==> src/rtl/posit_add_sched_pkg.sv <==
// Shared types for the posit adder scheduler: FSM state encoding and the
// {valid, id} tag carried alongside each operation through the adder latency.
package posit_add_sched_pkg;

    // Wide enough for the largest supported requester count (16).
    localparam int TAG_IDW = 4;

    typedef enum logic [1:0] {
        IDLE  = 2'd0,
        RUN   = 2'd1,
        DRAIN = 2'd2
    } sched_state_e;

    typedef struct packed {
        logic               valid;
        logic [TAG_IDW-1:0] id;
    } sched_tag_t;

endpackage

==> src/rtl/posit_add_sched_rr_arbiter.sv <==
// Round-robin arbiter: picks the first set request at or above ptr_i,
// wrapping around, and raises the one-hot grant only when en_i is set.
module rr_arbiter #(
    parameter  int N   = 4,
    localparam int IDW = $clog2(N)
) (
    input  logic [N-1:0]   req_i,
    input  logic [IDW-1:0] ptr_i,
    input  logic           en_i,
    output logic [N-1:0]   grant_o,
    output logic [IDW-1:0] grant_id_o,
    output logic           any_o
);

    logic found;
    int   idx;

    always_comb begin
        grant_o    = '0;
        grant_id_o = '0;
        found      = 1'b0;
        idx        = 0;
        for (int i = 0; i < N; i++) begin
            idx = int'(ptr_i) + i;
            if (idx >= N) begin
                idx = idx - N;
            end
            if (!found && req_i[idx]) begin
                found      = 1'b1;
                grant_id_o = IDW'(idx);
            end
        end
        if (en_i && found) begin
            grant_o[grant_id_o] = 1'b1;
        end
    end

    assign any_o = |req_i;

endmodule

==> src/rtl/posit_add_sched.sv <==
// Shares one external pipelined posit adder between NREQ requesters: round-robin
// issue, operand mux, and a tag shift register that labels each returning result.
module posit_add_sched
    import posit_add_sched_pkg::*;
#(
    parameter  int NREQ  = 4,
    parameter  int WIDTH = 7,
    parameter  int EN    = 1,
    parameter  int LAT   = 2,
    localparam int IDW   = $clog2(NREQ)
) (
    input  logic                  clk,
    input  logic                  rst,
    input  logic [NREQ-1:0]       req_valid,
    input  logic [NREQ*WIDTH-1:0] req_a,
    input  logic [NREQ*WIDTH-1:0] req_b,
    output logic [NREQ-1:0]       req_ready,
    input  logic                  pause,
    output logic [WIDTH-1:0]      add_a,
    output logic [WIDTH-1:0]      add_b,
    input  logic [WIDTH-1:0]      add_q,
    output logic                  res_valid,
    output logic [IDW-1:0]        res_id,
    output logic [WIDTH-1:0]      res_q,
    output logic                  busy
);

    if (NREQ < 2 || NREQ > 16 || LAT < 1 || EN < 0 || EN >= WIDTH) begin : g_bad_cfg
        $error("posit_add_sched: unsupported parameter combination");
    end

    sched_state_e         state_q;
    logic [IDW-1:0]       ptr_q;
    sched_tag_t           tag_q [LAT];

    logic                 issue_en;
    logic                 issue;
    logic                 any_req;
    logic [IDW-1:0]       grant_id;
    logic [TAG_IDW-1:0]   grant_tag_id;
    sched_tag_t           last_tag;

    // Reset is folded in so no grant is shown while the block is held in reset.
    assign issue_en = !rst && !pause && (state_q != DRAIN);
    assign issue    = issue_en && any_req;

    rr_arbiter #(.N(NREQ)) u_arb (
        .req_i      (req_valid),
        .ptr_i      (ptr_q),
        .en_i       (issue_en),
        .grant_o    (req_ready),
        .grant_id_o (grant_id),
        .any_o      (any_req)
    );

    always_comb begin
        add_a = '0;
        add_b = '0;
        if (issue) begin
            add_a = req_a[int'(grant_id)*WIDTH +: WIDTH];
            add_b = req_b[int'(grant_id)*WIDTH +: WIDTH];
        end
    end

    always_comb begin
        grant_tag_id           = '0;
        grant_tag_id[IDW-1:0]  = grant_id;
    end

    always_comb begin
        busy = 1'b0;
        for (int i = 0; i < LAT; i++) begin
            busy = busy | tag_q[i].valid;
        end
    end

    always_ff @(posedge clk or posedge rst) begin
        if (rst) begin
            state_q <= IDLE;
            ptr_q   <= '0;
            for (int i = 0; i < LAT; i++) begin
                tag_q[i] <= '0;
            end
        end else begin
            case (state_q)
                IDLE: begin
                    if (any_req && !pause) begin
                        state_q <= RUN;
                    end
                end
                RUN: begin
                    if (pause) begin
                        state_q <= busy ? DRAIN : IDLE;
                    end else if (!any_req && !busy) begin
                        state_q <= IDLE;
                    end
                end
                DRAIN: begin
                    if (!busy) begin
                        state_q <= IDLE;
                    end
                end
                default: state_q <= IDLE;
            endcase

            if (issue) begin
                ptr_q <= (grant_id == IDW'(NREQ - 1)) ? '0 : grant_id + IDW'(1);
            end

            // Stage 0 records every cycle so idle cycles push empty tags along.
            tag_q[0].valid <= issue;
            tag_q[0].id    <= grant_tag_id;
            for (int i = 1; i < LAT; i++) begin
                tag_q[i] <= tag_q[i-1];
            end
        end
    end

    assign last_tag  = tag_q[LAT-1];
    assign res_valid = last_tag.valid;
    assign res_id    = last_tag.id[IDW-1:0];
    assign res_q     = last_tag.valid ? add_q : '0;

endmodule

==> config.mk <==
export PLATFORM = sky130hd
export DESIGN_NAME = posit_add_sched
export DESIGN_NICKNAME = d
export VERILOG_FILES = /design/src/rtl/posit_add_sched_pkg.sv /design/src/rtl/posit_add_sched_rr_arbiter.sv /design/src/rtl/posit_add_sched.sv
export SDC_FILE = /design/constraint.sdc
export NUM_CORES = 1
export LEC_CHECK = 0
export ABC_AREA = 0
export BUFFER_PORTS_ARGS = -buffer_cell sky130_fd_sc_hd__buf_2
export CAP_MARGIN = 15
export CORE_MARGIN = 2
export CORE_UTILIZATION = 36
export CTS_CLUSTER_DIAMETER = 150
export DETAILED_ROUTE_END_ITERATION = 16
export HOLD_SLACK_MARGIN = 0.05
export PLACE_DENSITY_LB_ADDON = 0.1
export SETUP_SLACK_MARGIN = 0.2
export SLEW_MARGIN = 10
export SYNTH_ARGS = -nofsm -noshare
export SYNTH_HDL_FRONTEND = slang
export SYNTH_HIERARCHICAL = 1
export SYNTH_SLANG_ARGS = --single-unit
==> constraint.sdc <==
create_clock -name clk -period 2.56 [get_ports clk]
set_input_delay 0.128 -clock clk [delete_from_list [all_inputs] [get_ports clk]]
set_output_delay 0.128 -clock clk [all_outputs]
set_load 0.01 [all_outputs]
# [Yosys cells after proc, flatten, opt, wreduce, memory -nomap -nowiden]
# Cells that the tools add are included.
[classes] addsub=8 n_mul=1 n_lt_le_gt_ge=10 n_eq_ne=7 shift=2 mux=37 n_bitwise=1 reduce_logical=20
[ops] cell="$lt A32 B4 Y1 const B" count=4
[ops] cell="$mux W32" count=4
[ops] cell="$ge A32 B4 Y1 const B" count=3
[ops] cell="$sub A32 B4 Y32 const B" count=3
[ops] cell="$shiftx A28 B32 Y7" count=1
[ops] cell="$shiftx A28 B6 Y7" count=1
[ops] cell="$mux W7" count=3
[ops] cell="$mux W2" count=10
[ops] cell="$mux W1" count=13
[ops] cell="$logic_and A1 B1 Y1" count=10
[ops] cell="$bmux W1 S2" count=4
[ops] cell="$logic_not A1 Y1" count=7
[ops] cell="$add A2 B2 Y3 const B" count=2
[ops] cell="$ne A2 B2 Y1 const B" count=3
[ops] cell="$pmux W2 S3" count=1
[ops] cell="$mul A2 B3 Y5 const B" count=1
[ops] cell="$eq A2 B2 Y1 const B" count=2
[ops] cell="$mux W4" count=1
[ops] cell="$reduce_or A4 Y1" count=1
[ops] cell="$sub A2 B3 Y4 const B" count=1
[ops] cell="$add A2 B1 Y3 const B" count=1
[ops] cell="$ge A2 B3 Y1 const B" count=1
[ops] cell="$lt A2 B3 Y1 const B" count=1
[ops] cell="$ne A3 B3 Y1 const B" count=1
[ops] cell="7 further kinds" count=7
[word_totals] ff_bits=10 wordCells=92

# [Logic depth before layout (Yosys ltp)]
# Gate-level depths: netlist (run 1).
[depth] ltp_word=20 ltp_mapped=8

# [Cells and area by module]
# The synthesis (run 1) kept the hierarchy.
[modules_own_cells] module="posit_add_sched" n_inst=1 cells_each=67 area_each_um2=873.3 seq_area_each_um2=250.2
[modules_own_cells] module="rr_arbiter" n_inst=1 cells_each=20 area_each_um2=135.1 seq_area_each_um2=0.0

# [Worst setup path after synthesis (run 1)]
# OpenSTA, ideal clock, no wires.
[synth_path] path_kind="register to output" from="register ptr_q[1]" to="output add_a[3]" t_arrival_ps=2038 path_slack_ps=394 stages_incl_launch_ff=9 path_buffers=2 cell_sequence="dfrtp_1 -> mux2_1 -> nand2_1 -> o221ai_2 -> nor2_1 -> buf_6 -> buf_12 -> mux4_2 -> and2_1"
[synth_via] elab_chain_cells=18
[synth_rtl] element="start: declaration" line="posit_add_sched.sv:33" rtl="logic [IDW-1:0] ptr_q;"
[synth_rtl] element="start signal: assignment" line="posit_add_sched.sv:107" rtl="ptr_q <= (grant_id == IDW'(NREQ - 1)) ? '0 : grant_id + IDW'(1);"
[synth_rtl] element="parallel branches: the longest is 14 deep, another holds $sub A32 B4 Y32"
[synth_rtl] element="$mux W2 *" line="posit_add_sched_rr_arbiter.sv:28" rtl="if (!found && req_i[idx]) begin"
[synth_rtl] element="net grant_id[0]" line="posit_add_sched.sv:39" rtl="logic [IDW-1:0] grant_id;"
[synth_rtl] element="$mul A2 B3 Y5 *" line="posit_add_sched.sv:60" rtl="add_a = req_a[int'(grant_id)*WIDTH +: WIDTH];"
[synth_rtl] element="$shiftx A28 B32 Y7 *" line="posit_add_sched.sv:60"
[synth_rtl] element="$mux W7 *" line="posit_add_sched.sv:59" rtl="if (issue) begin"
[synth_rtl] element="end: declaration" line="posit_add_sched.sv:19" rtl="output logic [WIDTH-1:0] add_a,"
# Mark *: on every way through the listed nets, which the timed path passes. The select of a mux whose other input is x is not followed.

# [Final worst setup path (run 1)]
# Same ends and word-level chain as after synthesis.

==> results of run 1 <==
## power groups by stage
stage                     logic (mW)  registers, mW  clock network (mW)
final                          0.817          0.232               0.100
after global routing           0.889          0.237               0.115
after CTS                      0.741          0.231               0.109
after detailed placement       0.627          0.238                   0
after global placement         0.611          0.235                   0
after floorplan                0.499          0.230                   0
## routing by layer
metal / vias to the layer above / wire length, um / global-route usage
li1: 525 / - / -
met1: 538 / 1000 / 0.177
met2: 48 / 1640 / 0.345
met3: 0 / 250 / 0.0599
met4: 0 / 0 / 0.0233
met5: - / 0 / 0
## synth_stat cells, types with 2 or more instances
cell     count  area, sq um
nand2_1      4         15.0
nor3_1       2         10.0
nor2_1       3         11.3
buf_2        3         15.0
buf_4        2         15.0
a21oi_1      3         15.0
mux4_1       5          131
dfrtp_1     10          250
mux2_2       2         22.5
inv_1        3         11.3
mux4_2       9          203
inv_2        2         7.51
and2_1      23          144
## sequential cells by signal, summed over array words and instances, names as in the netlist
signal / cells
state_q: 2
ptr_q: 2
res_id: 2
tag_q: 3
res_valid: 1
## area by class of cell
class / instances / area share
Inverter: 5 / 0.0112
Timing Repair Buffer: 107 / 0.376
Multi-Input combinational cell: 65 / 0.427
Tap cell: 31 / 0.0232
Sequential cell: 10 / 0.149
Clock buffer: 3 / 0.0134
## repair_timing
action | in CTS | in global routing
gates cloned | 1 | 0
gates resized for setup | 14 | 23
pin swaps | 2 | 3
setup buffers | 2 | 1
hold buffers | 1 | 0
endpoints found under the setup margin | 14 | 14
hold endpoints to repair | 10 | 0
## placed cells by master (no fill, tap or decap), drive strengths merged
cell	synthesis	layout
buf	7	106
dfrtp	10	10
and3b	1	1
mux2	3	3
a22oi	1	1
nor3b	1	1
dlygate4sd3	0	1
ha	1	1
nor3	2	2
and2	23	23
and3	1	1
and4bb	1	1
o21ai	2	2
o2bb2a	1	1
or2	1	1
inv	5	5
o221ai	1	1
nand2b	1	1
mux4	14	14
nand2	4	4
nor2	3	3
nor4	1	1
clkbuf	0	3
a21oi	3	3
## per-stage QoR
stage          setup WS (ns)  hold slack [ns]  cells  power, mW
2_1_floorplan          0.394          -0.0318     87      0.729
3_3_place_gp           0.336            0.130    213      0.846
3_5_place_dp           0.274            0.130    213      0.865
4_1_cts                0.147           0.0512    220       1.08
5_1_grt               0.0607           0.0676    221       1.24
6_report               0.170           0.0659    221       1.15
## worst max-delay path, cell delays in order, from the launching register on
cell,delay [ns]
dfrtp_1,0.40
mux2_4,0.32
nand2_4,0.07
o221ai_4,0.11
nor2_4,0.17
buf_8,0.16
mux4_2,0.49
and2_1,0.16
buf_2,0.13
## logic make-up (layout without fill, tap and decap cells)
| family | after synthesis | count (layout) |
|---|---|---|
| and+or+nand+nor | 39 | 39 |
| buffers and inverters | 12 | 115 |
| DFF | 10 | 10 |
| muxes | 17 | 17 |
| adders and majority gates | 1 | 1 |
| AOI/OAI and AO/OA | 8 | 8 |
## worst max-delay path by stage
stage | start | to | slack [ns] | depth (start not counted)
CTS | ptr_q[1] | add_b[0] | 0.15 | 8
global route | ptr_q[1] | add_a[3] | 0.06 | 8
floorplan | ptr_q[1] | add_a[3] | 0.39 | 8
global placement | ptr_q[1] | add_a[4] | 0.34 | 8
detailed placement | ptr_q[1] | add_a[3] | 0.27 | 8
finish | ptr_q[1] | add_a[3] | 0.17 | 8
==> impl_metrics.json, run 1 <==
{
  "cts_tree": "done",
  "antenna_found_initial": 0,
  "cp.arrival_ns": 2.26,
  "finalMaxSlewViolations": 0,
  "p_comb_frac": 0.711,
  "grt_overflow": 0,
  "cp.required_ns": 2.43,
  "diodes": 0,
  "synth_top_family_by_area": "multiplexers",
  "grt_use_total": 0.174,
  "holdPathEnd": "state_q[0]",
  "rsz0062_at_grt": "yes",
  "p_sw_mw": 0.397,
  "post-route-util": 0.618,
  "max_freq_mhz": 418,
  "n_fill_cell": 237,
  "postSynth.asyncResetShare": 1.00,
  "cp_max_fo": 6,
  "clk_path_buf_depth": 2,
  "cts_root_buf": "clkbuf_4",
  "reg2regPathDepth": 8,
  "start_kind": "register",
  "register_area_sq_um": 250,
  "synth_edf_count": 0,
  "die_w_um": 56.9,
  "end_kind": "output port",
  "drtIter0Drc": 27,
  "totalWireLength_mm": 2.89,
  "rr_startpoint": "ptr_q[1]",
  "pwr-share-clk": 0.087,
  "worst_pin_slew_ns": 0.573,
  "synth-adder-area-share": 0.0124,
  "layout-drive-gt1-share": 0.758,
  "cts_made_buffers": 3,
  "timing.slew.headroom": 0.618,
  "layout_min_cycle_time_ns": 2.39,
  "multiInputGateArea_sq_um": 716,
  "synth-seq-cells": 10,
  "fin_worst_skew_ns": 0.00255,
  "reg2reg_slack_ns": 0.64,
  "synthCells": 87,
  "die_h_um": 56.9,
  "netlist_area_sq_um": 1010,
  "crit_type": "reg -> out",
  "clkTransAtPathRegs_ns": 0.06,
  "final_antenna_net_count": 0,
  "yosysUniqueCellTypes": 29,
  "dr.pass1.iters": 4,
  "drc": 0,
  "core_area_sq_um": 2710,
  "hold_viol_final": 0,
  "p_leak_nw": 0.891,
  "powerDensity_nw_per_um2": 686,
  "min_path_type": "in -> reg",
  "power.internal_mw": 0.752,
  "dp_hpwl_mm": 2.35,
  "ys_seq_area_frac": 0.248,
  "grt_max_degree": 18,
  "synth_warnings": 6,
  "fin_area_sq_um": 1680,
  "viasPerCell": 5.03,
  "synthFlopType": "dfrtp_1",
  "synthMuxAreaShare": 0.365,
  "outcome": "complete, no violations",
  "synthSimpleGateAreaFrac": 0.238,
  "clk_latency_ns": 0.26,
  "grt_pass1_wl_mm": 4.55,
  "die-area_sq_um": 3240,
  "fin_tns_setup_ns": 0,
  "initial_utilization": 0.372,
  "seqPwrFrac": 0.202,
  "final-setup-viol-count": 0,
  "post-route-period-util": 0.934,
  "clkSinkCount": 10,
  "synth_compound_area_frac": 0.0571,
  "gp_congestion": 0.800,
  "num_io_pins": 99,
  "synth_xor_xnor_area_share": 0,
  "vias": 1111,
  "grt_pass1_vias": 1077,
  "htreeDepth": 1,
  "nets": 263,
  "rows": 19,
  "maxCapViolations": 0,
  "detail_route.wl_per_cell_um": 13.1,
  "place_area_sq_um": 1510,
  "p_sw_frac": 0.346,
  "syn_nets": 158,
  "syn2layout_area_growth_pct": 66.1,
  "hp-start": "pause",
  "min_path_cells": 2,
  "portBuffers": 98,
  "peakVddDrop_mv": 0.512,
  "synth_area_per_cell_sq_um": 11.6,
  "rr_endpoint": "ptr_q[1]"
}
No activity file was read; power rests on OpenSTA's default activity.
==> run 2: changes to the inputs <==
==> constraint.sdc (replaced) <==
create_clock -name clk -period 2.56 [get_ports clk]
set_input_delay 0.512 -clock clk [delete_from_list [all_inputs] [get_ports clk]]
set_output_delay 0.512 -clock clk [all_outputs]
set_load 0.01 [all_outputs]
==> run 2 against run 1 <==
  * The flow now finishes with violations (setup timing)
  * Register-to-register slack lost 0.08 ns
  * Worst setup slack lost 0.41 ns
  * Cell count grew 3.6%
  * Die area is the same
  * First-iteration DRC count shrank 30%
  * Total power grew 10%
  * Critical path depth is the same
  * Utilization grew 5.1 points
  * Sequential share of layout area shrank 1.1 points
  * Sequential power is essentially flat
==> impl_metrics.json, run 2 (synthesis results as in run 1) <==
{
  "n_fill_cell": 231,
  "die-area_sq_um": 3240,
  "rr_startpoint": "ptr_q[1]",
  "diodes": 0,
  "nets": 271,
  "layout-drive-gt1-share": 0.798,
  "max_freq_mhz": 357,
  "place_inst": 221,
  "die_h_um": 56.9,
  "dr.pass1.iters": 3,
  "critical_path_buf_inv_count": 2,
  "regMostFlops": "tag_q",
  "hold_viol_final": 0,
  "start_kind": "register",
  "powerDensity_nw_per_um2": 697,
  "mostFrequentLayoutCells": "84 x buf_2, 15 x buf_6, 14 x mux4_2, 14 x and2_4, 13 x buf_4",
  "min_path_type": "in -> async",
  "p_total_mw": 1.26,
  "cp.arrival_ns": 2.29,
  "fin_worst_skew_ns": 0.00158,
  "viasPerCell": 4.83,
  "htreeDepth": 1,
  "outcome": "complete, but fails checks",
  "vias": 1106,
  "cp_max_fo": 7,
  "worst_pin_slew_ns": 0.553,
  "dp_slack_ns": -0.243,
  "finalMaxSlewViolations": 0,
  "timing.slew.headroom": 0.631,
  "drc": 0,
  "num_io_pins": 99,
  "post-route-period-util": 1.09,
  "crit_slowest_cell": "mux4_2",
  "cts_root_buf": "clkbuf_4",
  "fin_ws_ns": -0.238,
  "crit_type": "reg -> out",
  "clkTransAtPathRegs_ns": 0.06,
  "end_kind": "output port",
  "instances_no_fill": 229,
  "crit_path_max_incr_delay_ns": 0.49,
  "failed_checks": "setup timing",
  "cp.required_ns": 2.05,
  "syn2layout_area_growth_pct": 79.8,
  "final-setup-viol-count": 14,
  "grt_overflow": 0,
  "maxCapViolations": 0,
  "grt_pass1_wl_mm": 5.22,
  "gp_congestion": 0.916,
  "rows": 19,
  "p_leak_nw": 0.958,
  "crit_start": "ptr_q[1]",
  "initial_utilization": 0.372,
  "worst_path_dominant_cell_family": "multiplexers",
  "clk_path_buf_depth": 2,
  "clkSinkCount": 10,
  "grt_pass1_vias": 1236,
  "cts_tree": "done",
  "portBuffers": 98,
  "core_area_sq_um": 2710,
  "grt_use_total": 0.205,
  "largest_register_ffs": 3,
  "cts_made_buffers": 3,
  "drtIter0Drc": 19,
  "crit_chain": "mux2_4 -> nand2_4 -> o221ai_4 -> nor2_4 -> clkbuf_16 -> mux4_2 -> and2_4 -> buf_6",
  "clk_latency_ns": 0.25,
  "die_w_um": 56.9,
  "dp_hpwl_mm": 2.52,
  "rsz0062_at_grt": "yes",
  "post-route-util": 0.669,
  "peakVddDrop_mv": 0.605,
  "cts_hold_buf": 0,
  "detail_route.wl_per_cell_um": 13.3,
  "final_antenna_net_count": 0,
  "totalWireLength_mm": 3.06,
  "layout_min_cycle_time_ns": 2.80,
  "grt_max_degree": 16,
  "antenna_found_initial": 0,
  "layout_commonest_cell": "buf_2"
}
## run 2: cell types whose count changed in the layout (fill, tap and decap cells not counted), sizes merged
| cell | previous run | this run |
|---|---|---|
| buf | 106 | 114 |
| clkbuf | 3 | 4 |
| dlygate4sd3 | 1 | 0 |
## run 2: metal layers
metal  routed length [um]  part of all wire  up-vias  global-route usage
met4                    4            0.0013        0              0.0664
li1                     -                 -      540                   -
met3                  191             0.063        2              0.0392
met5                    0                 0        -                   0
met1                 1050              0.34      517               0.223
met2                 1810              0.59       47               0.392
## run 2: layout make-up
type,instances,area [sq um],area share
Clock buffer,3,22.5,0.0124
Inverter,5,18.8,0.0104
Multi-Input combinational cell,65,731,0.403
Sequential cell,10,250,0.138
Tap cell,31,38.8,0.0214
Timing Repair Buffer,115,752,0.415
## run 2: power by group
group	switching, mW	internal, mW	leakage (nW)
Clock	0.0458	0.0539	0.0138
Sequential	0.0279	0.206	0.123
Combinational	0.344	0.586	0.821
## run 2: path summary, 6_finish.rpt
path | cells after the start | to | slack, ns
max | 8 | add_b[4] | -0.24
min | 2 | state_q[1] | 0.23
max reg2reg | 9 | ptr_q[1] | 0.56
min reg2reg | 0 | res_id[0] | 0.35
max in group asynchronous | 2 | res_id[0] | 2.06
min in group clk | 0 | res_id[0] | 0.35
## run 2: worst register-to-register path, delay by kind of cell (launching register included)
family          cells  cell delay, ns
flops               1            0.41
compound gates      1            0.10
fa+ha+maj           1            0.21
buf+inv             3            0.33
mux                 2            0.59
simple gates        2            0.25
## run 2: metrics by stage
step,TNS [ns],hold slack [ns],cell area (sq um)
after CTS,-3.90,0.234,1790
after floorplan,0,0.331,1050
after global placement,-2.06,0.332,1640
final,-3.10,0.233,1810
after global routing,-4.70,0.256,1810
after detailed placement,-2.72,0.335,1640
## run 2: what timing repair did
action | in CTS | in global routing
setup endpoints to repair | 14 | 18
pin swaps | 1 | 0
gates resized for setup | 23 | 4
setup buffers | 2 | 2
cloned | 1 | 0
